$ cat src/rtl/alu_flag_pkg.sv
// Shared definitions for the architectural flag unit: condition codes, flag bit
// positions and the branch-query state encoding.
package alu_flag_pkg;

  localparam logic [3:0] COND_EQ = 4'd0;
  localparam logic [3:0] COND_NE = 4'd1;
  localparam logic [3:0] COND_CS = 4'd2;
  localparam logic [3:0] COND_CC = 4'd3;
  localparam logic [3:0] COND_MI = 4'd4;
  localparam logic [3:0] COND_PL = 4'd5;
  localparam logic [3:0] COND_VS = 4'd6;
  localparam logic [3:0] COND_VC = 4'd7;
  localparam logic [3:0] COND_HI = 4'd8;
  localparam logic [3:0] COND_LS = 4'd9;
  localparam logic [3:0] COND_GE = 4'd10;
  localparam logic [3:0] COND_LT = 4'd11;
  localparam logic [3:0] COND_GT = 4'd12;
  localparam logic [3:0] COND_LE = 4'd13;
  localparam logic [3:0] COND_AL = 4'd14;
  localparam logic [3:0] COND_NV = 4'd15;

  localparam int FLG_N = 3;
  localparam int FLG_Z = 2;
  localparam int FLG_C = 1;
  localparam int FLG_V = 0;

  typedef enum logic [1:0] {
    IDLE = 2'd0,
    WAIT = 2'd1,
    EVAL = 2'd2
  } state_e;

endpackage

$ cat src/rtl/alu_cond_eval.sv
// Combinational ARM-style condition evaluator; also used by the branch
// predictor checker, so it must stay free of state.
module alu_cond_eval
  import alu_flag_pkg::*;
(
  input  logic [3:0] cond_code_i,
  input  logic [3:0] flags_i,
  output logic       taken_o
);

  logic n, z, c, v;

  assign n = flags_i[FLG_N];
  assign z = flags_i[FLG_Z];
  assign c = flags_i[FLG_C];
  assign v = flags_i[FLG_V];

  always_comb begin
    taken_o = 1'b0;
    case (cond_code_i)
      COND_EQ: taken_o = z;
      COND_NE: taken_o = !z;
      COND_CS: taken_o = c;
      COND_CC: taken_o = !c;
      COND_MI: taken_o = n;
      COND_PL: taken_o = !n;
      COND_VS: taken_o = v;
      COND_VC: taken_o = !v;
      COND_HI: taken_o = c & !z;
      COND_LS: taken_o = !c | z;
      COND_GE: taken_o = (n == v);
      COND_LT: taken_o = (n != v);
      COND_GT: taken_o = !z & (n == v);
      COND_LE: taken_o = z | (n != v);
      COND_AL: taken_o = 1'b1;
      COND_NV: taken_o = 1'b0;
      default: taken_o = 1'b0;
    endcase
  end

endmodule

$ cat src/rtl/alu_flag_unit.sv
// Architectural {N,Z,C,V} flag owner with pending-writer scoreboard and branch
// condition query port. Define CARRY_FWD_EN to forward retiring carry to carry_out.
module alu_flag_unit
  import alu_flag_pkg::*;
#(
  parameter int NUM_LANES = 2,
  parameter int PEND_W    = 3
) (
  input  logic                 clk,
  input  logic                 rst,
  input  logic                 issue_setflags,
  input  logic [NUM_LANES-1:0] wb_valid,
  input  logic [NUM_LANES-1:0] wb_setflags,
  input  logic [NUM_LANES-1:0] wb_neg,
  input  logic [NUM_LANES-1:0] wb_zero,
  input  logic [NUM_LANES-1:0] wb_carry,
  input  logic [NUM_LANES-1:0] wb_overflow,
  output logic                 carry_out,
  output logic [3:0]           flags_out,
  input  logic                 cond_req_valid,
  output logic                 cond_req_ready,
  input  logic [3:0]           cond_code,
  output logic                 cond_resp_valid,
  output logic                 cond_taken,
  output logic                 pend_err
);

  localparam int PEND_MAX = (1 << PEND_W) - 1;

  logic [3:0]        flags_q, flags_d;
  logic [PEND_W-1:0] pend_q, pend_d;
  logic              pendErr_q, pendErr_d;
  state_e            state_q, state_d;
  logic [3:0]        code_q, code_d;
  logic              respValid_q, respValid_d;
  logic              taken_q, taken_d;
  logic              evalTaken;
  int                retireCnt;
  int                pendSum;

  // Later lanes overwrite earlier ones so the youngest op in the bundle wins.
  always_comb begin
    flags_d   = flags_q;
    retireCnt = 0;
    for (int i = 0; i < NUM_LANES; i++) begin
      if (wb_valid[i] && wb_setflags[i]) begin
        flags_d   = {wb_neg[i], wb_zero[i], wb_carry[i], wb_overflow[i]};
        retireCnt = retireCnt + 1;
      end
    end
  end

  always_comb begin
    pendSum   = int'(pend_q) + (issue_setflags ? 1 : 0) - retireCnt;
    pend_d    = PEND_W'(pendSum);
    pendErr_d = pendErr_q;
    if (pendSum > PEND_MAX) begin
      pend_d    = PEND_W'(PEND_MAX);
      pendErr_d = 1'b1;
    end else if (pendSum < 0) begin
      pend_d    = '0;
      pendErr_d = 1'b1;
    end
  end

  alu_cond_eval uCondEval (
    .cond_code_i(code_q),
    .flags_i    (flags_q),
    .taken_o    (evalTaken)
  );

  // Decisions use next-cycle pending so a same-edge last retirement skips WAIT.
  always_comb begin
    state_d        = state_q;
    code_d         = code_q;
    respValid_d    = 1'b0;
    taken_d        = 1'b0;
    cond_req_ready = 1'b0;
    case (state_q)
      IDLE: begin
        cond_req_ready = 1'b1;
        if (cond_req_valid) begin
          code_d  = cond_code;
          state_d = (pend_d == '0) ? EVAL : WAIT;
        end
      end
      WAIT: begin
        if (pend_d == '0) state_d = EVAL;
      end
      EVAL: begin
        respValid_d = 1'b1;
        taken_d     = evalTaken;
        state_d     = IDLE;
      end
      default: state_d = IDLE;
    endcase
  end

  always_ff @(posedge clk or posedge rst) begin
    if (rst) begin
      flags_q     <= '0;
      pend_q      <= '0;
      pendErr_q   <= 1'b0;
      state_q     <= IDLE;
      code_q      <= '0;
      respValid_q <= 1'b0;
      taken_q     <= 1'b0;
    end else begin
      flags_q     <= flags_d;
      pend_q      <= pend_d;
      pendErr_q   <= pendErr_d;
      state_q     <= state_d;
      code_q      <= code_d;
      respValid_q <= respValid_d;
      taken_q     <= taken_d;
    end
  end

  assign flags_out       = flags_q;
  assign pend_err        = pendErr_q;
  assign cond_resp_valid = respValid_q;
  assign cond_taken      = taken_q;

`ifdef CARRY_FWD_EN
  assign carry_out = flags_d[FLG_C];
`else
  assign carry_out = flags_q[FLG_C];
`endif

endmodule
$ cat config.mk
export PLATFORM = sky130hd
export DESIGN_NAME = alu_flag_unit
export DESIGN_NICKNAME = d
export VERILOG_FILES = /design/src/rtl/alu_flag_pkg.sv /design/src/rtl/alu_cond_eval.sv /design/src/rtl/alu_flag_unit.sv
export SDC_FILE = /design/constraint.sdc
export NUM_CORES = 1
export LEC_CHECK = 0
export BUFFER_PORTS_ARGS = -buffer_cell sky130_fd_sc_hd__buf_2
export CAP_MARGIN = 10
export CORE_MARGIN = 3
export CORE_UTILIZATION = 30
export DETAILED_ROUTE_END_ITERATION = 16
export SYNTH_ARGS = -nofsm -noshare
export SYNTH_HDL_FRONTEND = slang
export SYNTH_HIERARCHICAL = 1
export SYNTH_SLANG_ARGS = --single-unit
$ cat constraint.sdc
create_clock -name clk -period 2.8 [get_ports clk]
set_input_delay 0.56 -clock clk [delete_from_list [all_inputs] [get_ports clk]]
set_output_delay 0.56 -clock clk [all_outputs]
set_load 0.02 [all_outputs]
## After elaboration in Yosys (flattened, before gate mapping)

Cells that the tools add are included.

| word-level totals | value |
|---|---|
| register bits | 16 |
| output and inout port bits | 9 |
| logic and storage cells | 67 |
| input port bits | 20 |

| operators by class | value |
|---|---|
| magnitude comparators | 2 |
| multiplexer cells | 17 |
| reductions and logical operators | 13 |
| add/sub/neg operators | 3 |
| bitwise gates (word level) | 4 |
| equal/unequal tests | 21 |

Operators with widths:

| kind | number |
|---|---|
| adder 32 x 2 -> 32 bit, second input constant | 1 |
| == test 4 bit, second input constant | 8 |
| greater-than comparator 32 x 4 -> 1 bit, second input constant | 1 |
| less-than comparator 32 x 1 -> 1 bit, second input constant | 1 |
| two-way mux 32 bit | 1 |
| subtractor 5 x 32 -> 32 bit | 1 |
| == test 4 x 3 -> 1 bit, second input constant | 4 |
| case mux 1 bit (16 select lines) | 1 |
| == test 4 x 2 -> 1 bit, second input constant | 2 |
| two-way mux 4 bit | 2 |
| two-way mux 1 bit | 7 |
| two-way mux 2 bit | 3 |
| two-way mux 3 bit | 2 |
| adder 3 x 1 -> 4 bit | 1 |
| == test 4 x 1 -> 1 bit, second input constant | 1 |
| logical NOT 1 bit | 4 |
| logical NOT 4 bit | 1 |
| != test 2 bit, second input constant | 2 |
| case mux 2 bit (2 select lines) | 1 |
| AND reduction 2 bit | 2 |
| nonzero test 2 bit | 2 |
| logical NOT 3 bit | 1 |
| bitwise AND 1 bit | 2 |
| == test 2 x 1 -> 1 bit, second input constant | 1 |
| other kinds (6) | 8 |

## Longest topological paths before layout

| logic depth | value |
|---|---|
| depth after elaboration | 12 |
| gate-level depth with buffers | 11 |
| mapped depth without buffers | 11 |

## Modules after synthesis

Netlist, hierarchy kept.

By module, submodules not included:

| module | area each (um^2) | cells an instance | seq. area each (um^2) | times used |
|---|---|---|---|---|
| alu_flag_unit | 842.1 | 76 | 400.4 | 1 |
| alu_cond_eval | 155.1 | 23 | 0.0 | 1 |

## Worst setup path after synthesis

No wires, ideal clock.

| path | value |
|---|---|
| path type | in2reg |
| start point | input wb_valid[1] |
| end point | register state_q[0] |
| library setup time | 0.126 ns |
| stages on the path | 9 |
| buffers on the path | 0 |
| slack | 0.390 ns |
| arrival time | 2.284 ns |
| cells stage by stage | nand2_1 inv_1 ha_1 ha_1 fa_1 xnor3_1 and4_1 o21ai_2 nor3b_2 |

| on the way | value |
|---|---|
| cells in the longest elaborated chain, start to end | 10 |

Ends and longest elaborated chain:

| what | line | RTL |
|---|---|---|
| start, declared | alu_flag_unit.sv:12 | `input logic [NUM_LANES-1:0] wb_valid,` |
| logical AND 1 bit (*) | alu_flag_unit.sv:46 | `if (wb_valid[i] && wb_setflags[i]) begin` |
| two-way mux 32 bit (*) | alu_flag_unit.sv:46 |  |
| subtractor 5 x 32 -> 32 bit (*) | alu_flag_unit.sv:54 | `pendSum = int'(pend_q) + (issue_setflags ? 1 : 0) - retireCnt;` |
| less-than comparator 32 x 1 -> 1 bit | alu_flag_unit.sv:60 | `end else if (pendSum < 0) begin` |
| two-way mux 3 bit | alu_flag_unit.sv:60 |  |
| two-way mux 3 bit (*) | alu_flag_unit.sv:57 | `if (pendSum > PEND_MAX) begin` |
| logical NOT 3 bit (*) | alu_flag_unit.sv:84, alu_flag_unit.sv:88 |  |
| two-way mux 2 bit | alu_flag_unit.sv:84 | `state_d = (pend_d == '0) ? EVAL : WAIT;` |
| two-way mux 2 bit | alu_flag_unit.sv:82 | `if (cond_req_valid) begin` |
| case mux 2 bit (2 select lines) | alu_flag_unit.sv:79 | `case (state_q)` |
| end signal, assigned | alu_flag_unit.sv:112 | `state_q <= state_d;` |
| end, declared | alu_flag_unit.sv:33 | `state_e state_q, state_d;` |

Mark *: on every way between the ends. The rest lies on a longest branch, timed or not. The select of a mux whose other input is x is not followed.
A chain may end at the register's enable or synchronous reset.

## Worst setup path after layout

| path | value |
|---|---|
| start point | register pend_q[0] |
| end point | register state_q[0] |

| on the way | value |
|---|---|
| cells in the longest elaborated chain, start to end | 9 |

Ends and longest elaborated chain:

| what | line | RTL |
|---|---|---|
| start, declared | alu_flag_unit.sv:31 | `logic [PEND_W-1:0] pend_q, pend_d;` |
| start signal, assigned | alu_flag_unit.sv:110 | `pend_q <= pend_d;` |
| adder 3 x 1 -> 4 bit (*) | alu_flag_unit.sv:54 |  |
| subtractor 5 x 32 -> 32 bit (*) | alu_flag_unit.sv:54 |  |
| less-than comparator 32 x 1 -> 1 bit | alu_flag_unit.sv:60 |  |
| two-way mux 3 bit | alu_flag_unit.sv:60 |  |
| two-way mux 3 bit (*) | alu_flag_unit.sv:57 |  |
| logical NOT 3 bit (*) | alu_flag_unit.sv:84, alu_flag_unit.sv:88 |  |
| two-way mux 2 bit | alu_flag_unit.sv:84 |  |
| two-way mux 2 bit | alu_flag_unit.sv:82 |  |
| case mux 2 bit (2 select lines) | alu_flag_unit.sv:79 |  |

Marked as above.

==> results.json <==
{
  "status": "finished, final reports clean",
  "critPathArrivalTime_ps": 2380,
  "syn_avg_cell_area_um2": 10.1,
  "die-area_um2": 4050,
  "dp_hpwl_um": 1590,
  "final_common_cell": "buf_2",
  "hold_viol": 0,
  "syn-instance-count": 99,
  "max_slew_margin": 0.616,
  "layout_min_cycle_time_ps": 2210,
  "die_w_um": 63.7,
  "crit_top_cell": "ha_1",
  "pwr_density_cell_nw_per_um2": 951,
  "worstPathCellList": "ha_1 -> ha_1 -> ha_1 -> nand2b_1 -> and3_1 -> ha_1 -> and4_1 -> o21ai_2 -> nor3b_2",
  "dp_cells": 169,
  "yosys-top-cells-area": "dfrtp_1, ha_1, mux2i_1, a21oi_1, mux2_2",
  "antenna_found_initial": 0,
  "skew_ps": 1.83,
  "fin_nets": 158,
  "holdCritPathClass": "primary input to asynchronous set/reset pin",
  "max_stage_delay_ps": 390,
  "cpLargestDelayFamily": "adder cells",
  "worstMarginPinSlew_ps": 576,
  "root_buffer": "clkbuf_4",
  "fmax_mhz": 452,
  "yosys_warnings": 6,
  "slew_viol_final": 0,
  "synth_top_area_cell": "dfrtp_1",
  "drt_wl_total_um": 1900,
  "numCtsBuffers": 3,
  "route.detailed.drc": 0,
  "setup_tns_ps": 0,
  "start_util": 0.321,
  "clk_latency_ps": 280,
  "ant_nets": 0,
  "cts_tree": "yes",
  "clockBufferDepth": 2,
  "syn_nets": 127,
  "ys_seq_elements": 16,
  "worstPathMaxFanout": 3,
  "overflow": 0,
  "cts-htree-levels": 1,
  "regArea_um2": 400,
  "maxCapViolCount": 0,
  "drive_above_1_share": 0.310,
  "place_congestion": 0.843,
  "dr.pass1.iters": 4,
  "rows": 20,
  "p_leak_nw": 0.610,
  "synth_cell_type_count": 34,
  "holdBufCountCts": 0,
  "cts_sinks": 16,
  "placement.io_buffers": 28,
  "slowest_stage": "dfrtp_1",
  "cts_resized": 0,
  "first_iter_violations": 25,
  "grt_usage": 0.102,
  "rsz0062_at_grt": "no",
  "core_um2": 3100,
  "cts.clk_slew.worst_paths_ps": 90,
  "io_pins": 29,
  "yosysTopAreaCellShare": 0.402,
  "fin_cells": 173,
  "end_kind": "register",
  "grt_pass1_vias": 749,
  "cp-start-kind": "register",
  "antenna_cells": 0,
  "vias_per_cell": 4.54,
  "multi_input_area_um2": 544,
  "grt_pass1_wl_um": 3310,
  "required_ps": 2970,
  "fp.dieH_um": 63.7,
  "syn_area_um2": 997,
  "wl_per_cell_um": 11.0,
  "crit_buf_inv": 0,
  "vdd_drop_max_uv": 207,
  "final_cell_mix": "buf_2, dfrtp_1, inv_1, a21oi_1, nand2_1",
  "syn_to_final_growth_pct": 22.1,
  "n_fill_cell": 329,
  "hold-worst-slack_ps": 318,
  "seq_area_frac_synth": 0.402,
  "vias": 786,
  "post_cts_buffers": 0,
  "path_class": "register to register",
  "grt_max_degree": 17,
  "fin_crit_sh": 0.790,
  "setup_violations": 0
}
[sequential cells by signal (all words and copies together) (netlist names)]
signal and flops:
code_q 4, flags_out 4, pend_q 3, state_q 2, cond_resp_valid 1, cond_taken 1
pend_err 1
[power by group]
part / leakage [nW] / switching, mW / internal [mW]
combinational: 0.399 / 0.299 / 0.299
sequential: 0.191 / 0.100 / 0.311
clock: 0.0210 / 0.0690 / 0.0792
[path summary, 6_finish.rpt]
check / start / depth (start not counted) / end / slack (ps)
worst max-delay path: pend_q[0] / 9 / state_q[0] / 590
worst min register to register: state_q[0] / 1 / cond_resp_valid / 470
worst max register to register: pend_q[0] / 9 / state_q[0] / 590
min in group clk: state_q[0] / 1 / cond_resp_valid / 470
max in group asynchronous: rst / 2 / state_q[0] / 2110
worst min-delay path: rst / 2 / state_q[1] / 320
[per-layer routing]
metal  track usage  routed length (um)  up-vias  share of wire
met2         0.158                 852       39           0.45
met4        0.0162                   6        0         0.0032
met1         0.135                 870      346           0.46
met3        0.0410                 166        2          0.088
li1              -                   -      399              -
met5             0                   0        -              0
[final cells by class]
cell class,instances,share of cell area
flip-flops and latches,16,0.329
multi-input cells,71,0.447
clock buffers,4,0.0298
repair buffers,29,0.121
well taps,44,0.0452
inverters,9,0.0277
[cells by family after synthesis]
logic type               count (synthesis)  share of synthesized area
AND/OR/NAND/NOR                         26                      0.141
XOR/XNOR                                 6                     0.0665
AO/OA/AOI/OAI                           22                      0.136
adder cells (fa/ha/maj)                  8                      0.108
flip-flops                              16                      0.402
buffers and inverters                   12                     0.0527
multiplexers                             9                     0.0954
[per-stage QoR]
| step | power [mW] | setup slack [ps] | util | cell area, um2 |
|---|---|---|---|---|
| floorplan | 0.887 | 390 | - | 997 |
| global placement | 0.987 | 336 | 0.381 | 1180 |
| detailed placement | 1.02 | 299 | 0.381 | 1180 |
| CTS | 1.17 | 574 | 0.392 | 1220 |
| global route | 1.27 | 460 | 0.392 | 1220 |
| finish | 1.16 | 588 | 0.392 | 1220 |
[cells in the mapped netlist, drive strengths merged]
master / count
a2111oi: 1
and3: 1
nor2b: 2
a211oi: 1
nor4b: 1
o21ai: 6
a21oi: 9
buf: 2
clkbuf: 1
nand3: 1
mux2i: 5
and4: 1
ha: 7
o21bai: 1
nor3b: 1
nand2: 8
xnor2: 2
nand2b: 2
dfrtp: 16
a311oi: 1
and2: 3
xnor3: 1
xor2: 3
nor3: 1
mux2: 4
inv: 9
o22ai: 1
o21a: 1
nor2: 5
o22a: 1
fa: 1
(Power assumes the default switching activity.)
